<file path="src/rtl/wrr_pop_arbiter.sv">
// ============================================================================
// Module   : wrr_pop_arbiter
// Purpose  : Weighted-round-robin pop/push arbiter between NCH input FIFOs
//            and NCH output FIFOs. Fixed-priority selection (ch0 first)
//            within a round. Per-channel credit counters are bounded by
//            WEIGHTS. The round refresh does not insert an idle cycle.
// Revision : 1.0 - initial release
// ============================================================================
`default_nettype none

module wrr_pop_arbiter #(
  parameter int                NCH        = 4,
  parameter int                WW         = 3,
  parameter logic [NCH*WW-1:0] WEIGHTS    = {3'd1, 3'd2, 3'd3, 3'd4},
  parameter int                PUSH_DELAY = 0
) (
  input  logic                   clk,
  input  logic                   reset,
  input  logic                   enable,
  input  logic [NCH-1:0]         empty_fifo,
  input  logic [NCH-1:0]         almost_full_fifo,
  output logic [NCH-1:0]         pop,
  output logic [NCH-1:0]         push,
  output logic                   grant_valid,
  output logic [$clog2(NCH)-1:0] grant_idx,
  output logic                   round_done
);

  localparam int IW = $clog2(NCH);

  logic [NCH-1:0][WW-1:0] cnt_q, cnt_d;
  logic [NCH-1:0]         elig, cand, req, pop_d;
  logic                   stall, refresh, found;
  logic [IW-1:0]          sel_idx;
  logic                   grant_valid_q, round_done_q;
  logic [IW-1:0]          grant_idx_q;

  // Eligibility, bubble-free refresh detection, lowest-index selection and
  // next credit values.
  always_comb begin
    stall   = reset || !enable || (|almost_full_fifo);
    elig    = '0;
    cand    = '0;
    found   = 1'b0;
    sel_idx = '0;
    pop_d   = '0;
    cnt_d   = cnt_q;
    for (int i = 0; i < NCH; i++) begin
      elig[i] = !empty_fifo[i] && (cnt_q[i] < WEIGHTS[i*WW +: WW]);
      cand[i] = !empty_fifo[i] && (WEIGHTS[i*WW +: WW] != '0);
    end
    // With no credit left anywhere, the refresh grant is chosen as if
    // every counter were already zero, so the round restarts this cycle.
    refresh = !stall && (elig == '0) && (cand != '0);
    req     = (elig != '0) ? elig : cand;
    for (int i = 0; i < NCH; i++) begin
      if (req[i] && !found) begin
        found   = 1'b1;
        sel_idx = IW'(i);
      end
    end
    if (!stall && found) begin
      pop_d[sel_idx] = 1'b1;
      if (refresh) begin
        cnt_d          = '0;
        cnt_d[sel_idx] = WW'(1);
      end else begin
        cnt_d[sel_idx] = cnt_q[sel_idx] + WW'(1);
      end
    end
  end

  // Credit counters and registered grant status.
  always_ff @(posedge clk) begin
    if (reset) begin
      cnt_q         <= '0;
      grant_valid_q <= 1'b0;
      grant_idx_q   <= '0;
      round_done_q  <= 1'b0;
    end else begin
      cnt_q         <= cnt_d;
      grant_valid_q <= |pop_d;
      round_done_q  <= refresh;
      if (|pop_d) begin
        grant_idx_q <= sel_idx;
      end
    end
  end

  assign pop         = pop_d;
  assign grant_valid = grant_valid_q;
  assign grant_idx   = grant_idx_q;
  assign round_done  = round_done_q;

  if (PUSH_DELAY == 0) begin : g_push_comb
    assign push = pop_d;
  end else begin : g_push_reg
    logic [NCH-1:0] push_q;
    // Push follows pop one cycle later; it is not re-gated by a later stall.
    always_ff @(posedge clk) begin
      if (reset) begin
        push_q <= '0;
      end else begin
        push_q <= pop_d;
      end
    end
    assign push = push_q;
  end

endmodule

`default_nettype wire
</file>
<file path="config.mk">
export PLATFORM = sky130hd
export DESIGN_NAME = wrr_pop_arbiter
export DESIGN_NICKNAME = d
export VERILOG_FILES = /design/src/rtl/wrr_pop_arbiter.sv
export SDC_FILE = /design/constraint.sdc
export NUM_CORES = 1
export LEC_CHECK = 0
export ABC_AREA = 1
export CAP_MARGIN = 20
export CORE_UTILIZATION = 35
export CTS_CLUSTER_SIZE = 28
export DETAILED_ROUTE_END_ITERATION = 7
export PLACE_DENSITY = 0.63
export RECOVER_POWER = 25
export SLEW_MARGIN = 10
export SYNTH_ARGS = -nofsm -noshare
export SYNTH_HDL_FRONTEND = slang
export SYNTH_SLANG_ARGS = --single-unit
</file>
<file path="constraint.sdc">
create_clock -name clk -period 2 [get_ports clk]
set_clock_uncertainty 0.05 [all_clocks]
set_input_delay 0.3 -clock clk [delete_from_list [all_inputs] [get_ports clk]]
set_output_delay 0.3 -clock clk [all_outputs]
set_load 0.02 [all_outputs]
</file>
==> results of run 1 <==
[worst min-delay path by stage]
stage,slack (ns),to,cells after the start
after global placement,0.40,cnt_q[6],2
final,0.42,cnt_q[0],2
after floorplan,0.32,cnt_q[10],1
after global routing,0.45,cnt_q[6],2
after detailed placement,0.41,cnt_q[1],2
after CTS,0.43,cnt_q[0],2
[cell usage in the layout, fill, tap and decap left out, types with 8 or more instances in the layout]
| master | instances |
|---|---|
| a21oi_2 | 11 |
| nand2_1 | 26 |
| nand2_2 | 18 |
| inv_2 | 9 |
| buf_4 | 40 |
| nor2_4 | 9 |
| inv_1 | 14 |
| dfxtp_1 | 9 |
| buf_6 | 12 |
| nand3_2 | 8 |
| nor2_1 | 9 |
[layout make-up]
type | count | area share [%]
inverters | 26 | 5.56
repair buffers | 68 | 30.8
clock buffers | 4 | 1.92
multi-input cells | 109 | 42.2
well taps | 31 | 2.05
flip-flops and latches | 16 | 17.4
[per-stage QoR]
stage	instances	area, um2	utilization, %	setup WS (ns)
global route	254	1890	68.0	-0.317
detailed placement	237	1510	54.4	-0.687
finish	254	1890	68.0	-0.238
floorplan	156	1040	-	0.00123
CTS	249	1740	62.5	-0.210
global placement	237	1510	54.4	-0.688
[registers in the layout, summed over array words and instances (netlist names)]
| signal | cells |
|---|---|
| cnt_q | 12 |
| grant_idx | 2 |
| grant_valid | 1 |
| round_done | 1 |
[logic make-up after synthesis]
| group | Yosys count | synth area share, % |
|---|---|---|
| buffers and inverters | 31 | 12.9 |
| AND/OR/NAND/NOR | 89 | 44.8 |
| flip-flops | 16 | 30.8 |
| adder cells (fa/ha/maj) | 1 | 1.20 |
| AO/OA/AOI/OAI | 19 | 10.3 |
[worst max-delay path, cell delays in order, from the launching register on]
cell and delay, ns:
dfxtp_2 0.35, nor2_4 0.13, nand2_2 0.09, nand2_4 0.10, nor2_4 0.05, nand2_1 0.06
nand2_2 0.09, nor2_4 0.17, buf_4 0.15, nand2_1 0.09, o22ai_2 0.24, nor3_4 0.08
ha_4 0.18, inv_4 0.06, nand3_4 0.09, nand3_2 0.10, a21oi_2 0.05
[where the power goes]
group	internal, mW	switching, mW
clock	0.111	0.117
sequential	0.319	0.000577
combinational	0.0849	0.0944
[what timing repair did]
| action | in CTS | in global routing |
|---|---|---|
| buffers inserted | 8 | 6 |
| resized for setup | 96 | 36 |
| endpoints found under the hold margin | 0 | 0 |
| cloned | 0 | 0 |
| endpoints found under the setup margin | 19 | 19 |
| pin swaps | 29 | 28 |
[metal layers]
layer	global-route usage [%]	vias to the layer above	part of all wire (%)
met1	26.0	582	40
met5	0	-	0
met3	2.76	11	4.9
met2	38.8	35	52
met4	12.2	0	3.0
li1	-	617	-
==> metrics, run 1 <==
synthesis-to-finish area growth 81.6%; H-tree Lvls 1; TritonCTS clock tree done; fill count approximately 230; DR WL/cell 14.3 um; CP Capture Point cnt_q[2]; Crit Path Class reg -> reg; Area contributors post-synth dfxtp_1, nand2_1, inv_1; number of global-route vias before repair 1,190; number of cells on the worst reg-to-reg path 16; IO Pins 23; final period utilization 112%; clk slew on worst S/H paths 0.10 ns; clk sink count 16; post-synth net total 168; final net count 236; vias post-DR 1,245; Post-DRT Antenna Nets 0; critical path capture point type flip-flop; maximum vdd drop 0.000375 V; Root Buffer clkbuf_4; Mapped Avg Cell Area 6.67 um2; Synth top area share a little under a third; failing checks negative setup slack; Achievable Freq 0.447 GHz; Tmin final between 2 and 2.5 ns; Cells after Synth approximately 160; total global-route track usage 22.2%; Most used DFF post-synth dfxtp_1; commonest cells in the netlist nand2_1, inv_1, dfxtp_1; CTS Buf Count 3; Critical R2R Launch cnt_q[7]; Yosys reg bits 16; worst-margin pin slew around 0.27 ns; register area share after synthesis between 30% and 40%; total power 727 uW; Core ar. between 0.002 and 0.003 mm2; crit path launch type flip-flop; Fin. Hold Viols 0; cell row count 19; routability cong. 0.819; Async S/R FF share, synth 0%; CP Launch Point cnt_q[7]; unrepaired setup endpoints after global routing yes; Die H roughly 57 um; final setup fails 19; Multi-input gate area roughly 800 um2; status complete, but fails checks; vias per cell 4.90; drt first pass iters 4; hold crit path type reg -> reg; Port Buffer Count 22; YS warnings 0; clk_lat worst skew approximately 0.3 ns; reg-to-reg slack, setup -0.24 ns; synth unique cells 24; hold_buf cts 0; Iteration-0 DRC Markers 33; largest net degree at the start of global routing 13; Critical Path RT 2.15 ns; FF-to-FF End cnt_q[2]; detailed placer's ending HPWL 2140 um; EDFF count, synth 0; first-pass GRT wire length 5410 um; cell accounting for the most synthesized area dfxtp_1; grt ovf 0; n_diodes 0; die width approximately 57 um; Slew Limit Fails 0; most frequent cell after synthesis nand2_1; min-delay src cnt_q[0]; die area ~0.0032 mm2; storage element area 329 um2; WHS 0.420 ns; Crit path arrival time 2.39 ns; Worst Slack Setup Final -0.238 ns; clk buf depth 2; P_leak 0.861 nW; worst-path fanout max 4; total negative slack -2.98 ns; # DRC 0; Mapped Area 0.00104 mm2; max_cap viols 0; power density cells 385 mW/mm2; total length of routed wires 3630 um; initial antenna violation count 0; Starting Density between 30 and 40%; layout cells sized above 1 63.7%; Slew Limit Headroom between 80 and 90%
Note: power is estimated with default switching activity, not from simulation.
==> run 2, diff against run 1 <==
--- a/config.mk
+++ b/config.mk
@@ -10,7 +10,7 @@
 export CORE_UTILIZATION = 35
 export CTS_CLUSTER_SIZE = 28
 export DETAILED_ROUTE_END_ITERATION = 7
-export PLACE_DENSITY = 0.63
+export PLACE_DENSITY = 0.61
 export RECOVER_POWER = 25
 export SLEW_MARGIN = 10
 export SYNTH_ARGS = -nofsm -noshare
==> constraint.sdc (replaced) <==
create_clock -name clk -period 2.78 [get_ports clk]
set_clock_uncertainty 0.05 [all_clocks]
set_input_delay 0.417 -clock clk [delete_from_list [all_inputs] [get_ports clk]]
set_output_delay 0.417 -clock clk [all_outputs]
set_load 0.02 [all_outputs]
==> run 2 against run 1 <==
The run now ends clean. Worst setup slack better by 0.38 ns. First-iteration DRC count is 27% lower. Count of clock-buffer cells in the layout is 1 lower. Non-clock buffer count is 26 lower. Largest power group unchanged. Highest routed layer unchanged.
==> metrics, run 2 (synthesized netlist as in run 1, its figures left out) <==
power density cells 310 mW/mm2 (-19%); vias post-DR 1,075 (-14%); synthesis-to-finish area growth 35.2%; FF-to-FF End cnt_q[5]; most common cell after layout, fill and taps aside nand2_1; status complete, no violations; hold_buf cts 0 (unchanged); total global-route track usage 16.1% (-6.1 points); CP Launch Point empty_fifo[3]; combinational power share 19.2% (-5.5 points); placed insts 224 (-5.5%); CTS Buf Count 3 (unchanged); clk slew on worst S/H paths 0.10 ns (about the same); unrepaired setup endpoints after global routing yes; cell row count 19 (unchanged); post-CTS setup buffers 0 (-8); DR WL/cell 11.4 um (-20%); hold crit path type reg -> reg; detailed placer's ending HPWL 2100 um (-1.6%); Starting Density 37.4% (unchanged); Iteration-0 DRC Markers 24 (-27%); Largest Register cnt_q; routability cong. 0.805 (-1.7%); DP Area 0.00142 mm2 (-6.4%); final net count 210 (-11%); initial antenna violation count 0 (unchanged); number of cells on the worst reg-to-reg path 19 (+3); Fin. Hold Viols 0 (unchanged); clk sink count 16 (unchanged); Slew Limit Headroom 50.7% (-31 points); number of global-route vias before repair 968 (-19%); CP Capture Point pop[3]; Crit path arrival time 2.17 ns (-0.22 ns); total length of routed wires 2580 um (-29%); net switching power 116 uW (-45%); grt ovf 0 (unchanged); Achievable Freq 0.379 GHz; Final Non-Filler Cells 227 (-11%); Util after Layout 50.6% (-17 points); Worst Slack Setup Final 0.140 ns (+0.377 ns); Sequential Power Share 52.7% (+8.7 points); Root Buffer clkbuf_4; TritonCTS clock tree done; Critical Path RT 2.31 ns (+0.16 ns); drt first pass iters 4 (unchanged); most frequent cells in the layout nand2_1, inv_1, buf_4, dfxtp_1, nor2_1; final period utilization 95.0%; DP Worst Slack -0.161 ns (+0.526 ns); Post-DRT Antenna Nets 0 (unchanged); Slew Limit Fails 0 (unchanged); clk buf depth 2 (unchanged); layout cells sized above 1 29.1% (-35 points); worst-path fanout max 4 (unchanged); max reg flops 12 (unchanged); final setup fails 0 (-19); max_cap viols 0 (unchanged); maximum vdd drop 0.000243 V (-35%); largest net degree at the start of global routing 13 (unchanged); P_leak 0.692 nW (-20%); # DRC 0 (unchanged); Crit Path Class in -> out; die width 56.5 um (unchanged); Tmin final 2.64 ns; n_diodes 0 (unchanged); clk_lat worst skew 0.28 ns (-0.02 ns); reg-to-reg slack, setup 0.39 ns (+0.63 ns); first-pass GRT wire length 4070 um (-25%); clock network fraction of design power 28.1% (-3.2 points); H-tree Lvls 1 (unchanged); post-layout instance area 0.00141 mm2 (-26%); IO Pins 23 (unchanged); Die H 56.5 um (unchanged); worst-margin pin slew 0.737 ns (+0.468 ns); Cell Int Power 321 uW (-38%); Port Buffer Count 22 (unchanged); Critical R2R Launch cnt_q[7]; Sw Share 26.6% (-2.5 points); total power 437 uW (-40%); vias per cell 4.74 (-3.4%); Core ar. 0.00278 mm2 (unchanged); die area 0.00320 mm2 (unchanged); crit path launch type input port; critical path capture point type primary output
## run 2: changes by cell type in the layout (fill, tap and decap cells not counted), moves of 7 or more
cell / before / now
a21oi_1: 2 / 12
a21oi_2: 11 / 2
nand2_1: 26 / 39
buf_6: 12 / 0
buf_4: 40 / 20
dfxtp_2: 7 / 0
dfxtp_1: 9 / 16
nand2_2: 18 / 9
## run 2: worst min-delay path by stage
stage / cells past startpoint / end / slack (ns) / startpoint
CTS: 2 / cnt_q[1] / 0.43 / cnt_q[1]
global route: 2 / cnt_q[0] / 0.45 / cnt_q[0]
floorplan: 2 / cnt_q[6] / 0.39 / cnt_q[6]
finish: 2 / cnt_q[1] / 0.43 / cnt_q[1]
detailed placement: 2 / cnt_q[1] / 0.42 / cnt_q[1]
global placement: 2 / cnt_q[1] / 0.40 / cnt_q[1]
## run 2: layout make-up
type	instances	area, um2
flip-flops and latches	16	320
fillers	296	1370
well taps	31	38.8
clock buffers	3	22.5
inverters	26	100
repair buffers	42	353
multi-input cells	109	573
## run 2: worst max-delay path, stage by stage
cell and delay (ns):
clkdlybuf4s50_1 0.48, nor2_1 0.05, nand2_1 0.08, nand2_1 0.09, nor2_2 0.15, nand2_1 0.08, nand2_2 0.10, nor2_4 0.04
buf_4 0.14, nand3_2 0.06, inv_1 0.04, nand2_1 0.08, inv_2 0.05, dlygate4sd2_1 0.31
## run 2: power by group through the flow
stage               clock (mW)  combinational [mW]  sequential [mW]
floorplan                    0              0.0432            0.236
detailed placement           0              0.0849            0.236
finish                   0.123              0.0837            0.230
CTS                      0.124              0.0853            0.230
global placement             0              0.0836            0.236
global route             0.137              0.0910            0.230
## run 2: per-stage QoR
step | hold WS (ns) | TNS (ns)
finish | 0.428 | 0
global route | 0.445 | -0.0431
detailed placement | 0.416 | -1.27
global placement | 0.404 | -1.03
floorplan | 0.389 | 0
CTS | 0.431 | 0
## run 2: metal layers
| metal | track usage, % | part of all wire [%] | wire length, um | up-vias |
|---|---|---|---|---|
| met3 | 1.84 | 4.5 | 115 | 4 |
| met4 | 4.18 | 0.66 | 17 | 0 |
| li1 | - | - | - | 565 |
| met1 | 21.3 | 49 | 1250 | 484 |
| met5 | 0 | 0 | 0 | - |
| met2 | 27.6 | 46 | 1200 | 22 |
## run 2: what timing repair did
action                     4_1_cts  5_1_grt
resized for setup                8        4
gates cloned                     0        0
setup endpoints to repair        8        5
hold endpoints to repair         0        0
==> run 3, diff against run 2 <==
--- a/config.mk
+++ b/config.mk
@@ -10,7 +10,7 @@
 export CORE_UTILIZATION = 35
 export CTS_CLUSTER_SIZE = 28
 export DETAILED_ROUTE_END_ITERATION = 7
-export PLACE_DENSITY = 0.61
+export PLACE_DENSITY = 0.63
 export RECOVER_POWER = 25
 export SLEW_MARGIN = 10
 export SYNTH_ARGS = -nofsm -noshare
==> constraint.sdc (replaced) <==
create_clock -name clk -period 2.25 [get_ports clk]
set_clock_uncertainty 0.05 [all_clocks]
set_input_delay 0.3375 -clock clk [delete_from_list [all_inputs] [get_ports clk]]
set_output_delay 0.3375 -clock clk [all_outputs]
set_load 0.02 [all_outputs]
==> run 3 against run 2 <==
Design area increased by 22%. Cell count increased by 7.5%. First-iteration DRC count increased by 33%. Sequential power increased by 23%. Worst setup slack got worse by 0.061 ns. Routed wire length increased by 21%. Via count increased by 10%. Hold slack got worse by 0.016 ns. Sequential cell count unchanged. Largest cell class unchanged.
==> metrics, run 3 (synthesized netlist as in run 1, its figures left out) <==
grt ovf 0 (unchanged); Slew Limit Fails 0 (unchanged); fill count 270 (-8.8%); # DRC 0 (unchanged); total global-route track usage 20.0% (+3.9 points); initial antenna violation count 0 (unchanged); synthesis-to-finish area growth 64.7%; Final Non-Filler Cells 244 (+7.5%); hold path depth 2 (unchanged); Port Buffer Count 22 (unchanged); Die H 56.5 um (unchanged); routability cong. 0.818 (+1.5%); total power 574 uW (+31%); largest net degree at the start of global routing 13 (unchanged); clk_lat worst skew 0.29 ns (about the same); clk buf depth 2 (unchanged); Post-DRT Antenna Nets 0 (unchanged); total length of routed wires 3140 um (+21%); worst-path fanout max 3 (-1); worst-path cell chain clkdlybuf4s50_1 -> or4_4 -> nor2_4 -> inv_2 -> nor2_4 -> inv_4 -> nor2_4 -> buf_6; clk slew on worst S/H paths 0.09 ns (about the same); CTS Buf Count 3 (unchanged); WHS 0.412 ns (-0.0165 ns); Slew Limit Headroom 81.0% (+30 points); maximum vdd drop 0.000271 V (+12%); Iteration-0 DRC Markers 32 (+33%); IO Pins 23 (unchanged); max_cap viols 0 (unchanged); hold crit path type reg -> reg; CP peak stage delay 0.43 ns (-0.05 ns); TritonCTS clock tree done; Starting Density 37.4% (unchanged); placed insts 237 (+5.8%); cell row count 19 (unchanged); number of cells on the worst reg-to-reg path 17 (-2); vias per cell 4.86 (+2.6%); vias post-DR 1,185 (+10%); most frequent cells in the layout buf_4, nand2_1, inv_1, dfxtp_1, nand2_2; Crit Path Class in -> out; Slowest-stage cell, CP or4_4; drt first pass iters 4 (unchanged); Tmin final 2.17 ns; status complete, no violations; most common cell after layout, fill and taps aside buf_4; Crit path arrival time 1.78 ns (-0.39 ns); critical path capture point type primary output; max reg flops 12 (unchanged); P_leak 0.802 nW (+16%); power density cells 335 mW/mm2 (+8.0%); final period utilization 96.5%; Util after Layout 61.6% (+11 points); DR WL/cell 12.9 um (+13%); detailed placer's ending HPWL 2150 um (+2.4%); die area 0.00320 mm2 (unchanged); Fin. Hold Viols 0 (unchanged); worst-margin pin slew 0.283 ns (-0.454 ns); layout cells sized above 1 51.6% (+23 points); Core ar. 0.00278 mm2 (unchanged); number of global-route vias before repair 1,126 (+16%); total negative slack 0 ns (unchanged); Critical Path RT 1.86 ns (-0.45 ns); CP dominant cell by count nor2_4; n_diodes 0 (unchanged); crit path launch type input port; final net count 227 (+8.1%); Achievable Freq 0.461 GHz; clk sink count 16 (unchanged); Root Buffer clkbuf_4; first-pass GRT wire length 4890 um (+20%); final setup fails 0 (unchanged); die width 56.5 um (unchanged); Largest Register cnt_q; H-tree Lvls 1 (unchanged)
[run 3: cell types whose count changed in the layout (fill, tap and decap cells not counted), moves of 5 or more]
cell,change
nand3_1,-6
nor2_4,+5
a21oi_1,-5
buf_6,+5
nand2_1,-5
buf_4,+20
clkdlybuf4s50_1,-6
[run 3: what timing repair did]
action                     CTS  global route
buffers inserted             3             1
pin swaps                   21            17
hold buffers                 0             0
setup endpoints to repair   16            17
resized for setup           67            24
cloned                       0             0
[run 3: critical path: cells and delay by family]
family        cells  cell delay [ns]
buf+inv           4             0.65
simple gates      4             0.79
[run 3: layout make-up]
class / instances / area [um2] / share of cell area [%]
Multi-Input combinational cell: 109 / 738 / 43.1
Timing Repair Buffer: 59 / 488 / 28.5
Clock buffer: 3 / 22.5 / 1.31
Sequential cell: 16 / 324 / 18.9
Inverter: 26 / 103 / 5.99
Tap cell: 31 / 38.8 / 2.26
[run 3: final timing paths]
kind | startpoint | end | slack, ns
hold reg to reg | cnt_q[6] | cnt_q[6] | 0.41
setup / recovery | almost_full_fifo[1] | push[0] | 0.08
hold / removal | cnt_q[6] | cnt_q[6] | 0.41
setup reg to reg | cnt_q[8] | cnt_q[8] | 0.13
[run 3: per-stage QoR]
step                setup WS, ns  area, um2
floorplan                  0.176       1040
global placement          -0.517       1510
detailed placement        -0.533       1510
CTS                       0.0128       1620
global route             -0.0199       1710
finish                    0.0790       1710
[run 3: power by group]
group / switching, mW / internal (mW)
sequential: 0.000458 / 0.284
combinational: 0.0721 / 0.0633
clock: 0.0923 / 0.0624
[run 3: routing by layer]
metal | vias to the layer above | global-route usage, % | share of wire [%]
li1 | 600 | - | -
met1 | 541 | 24.0 | 42
met2 | 38 | 33.4 | 51
met3 | 6 | 3.46 | 5.3
met4 | 0 | 11.1 | 1.9
met5 | - | 0 | 0
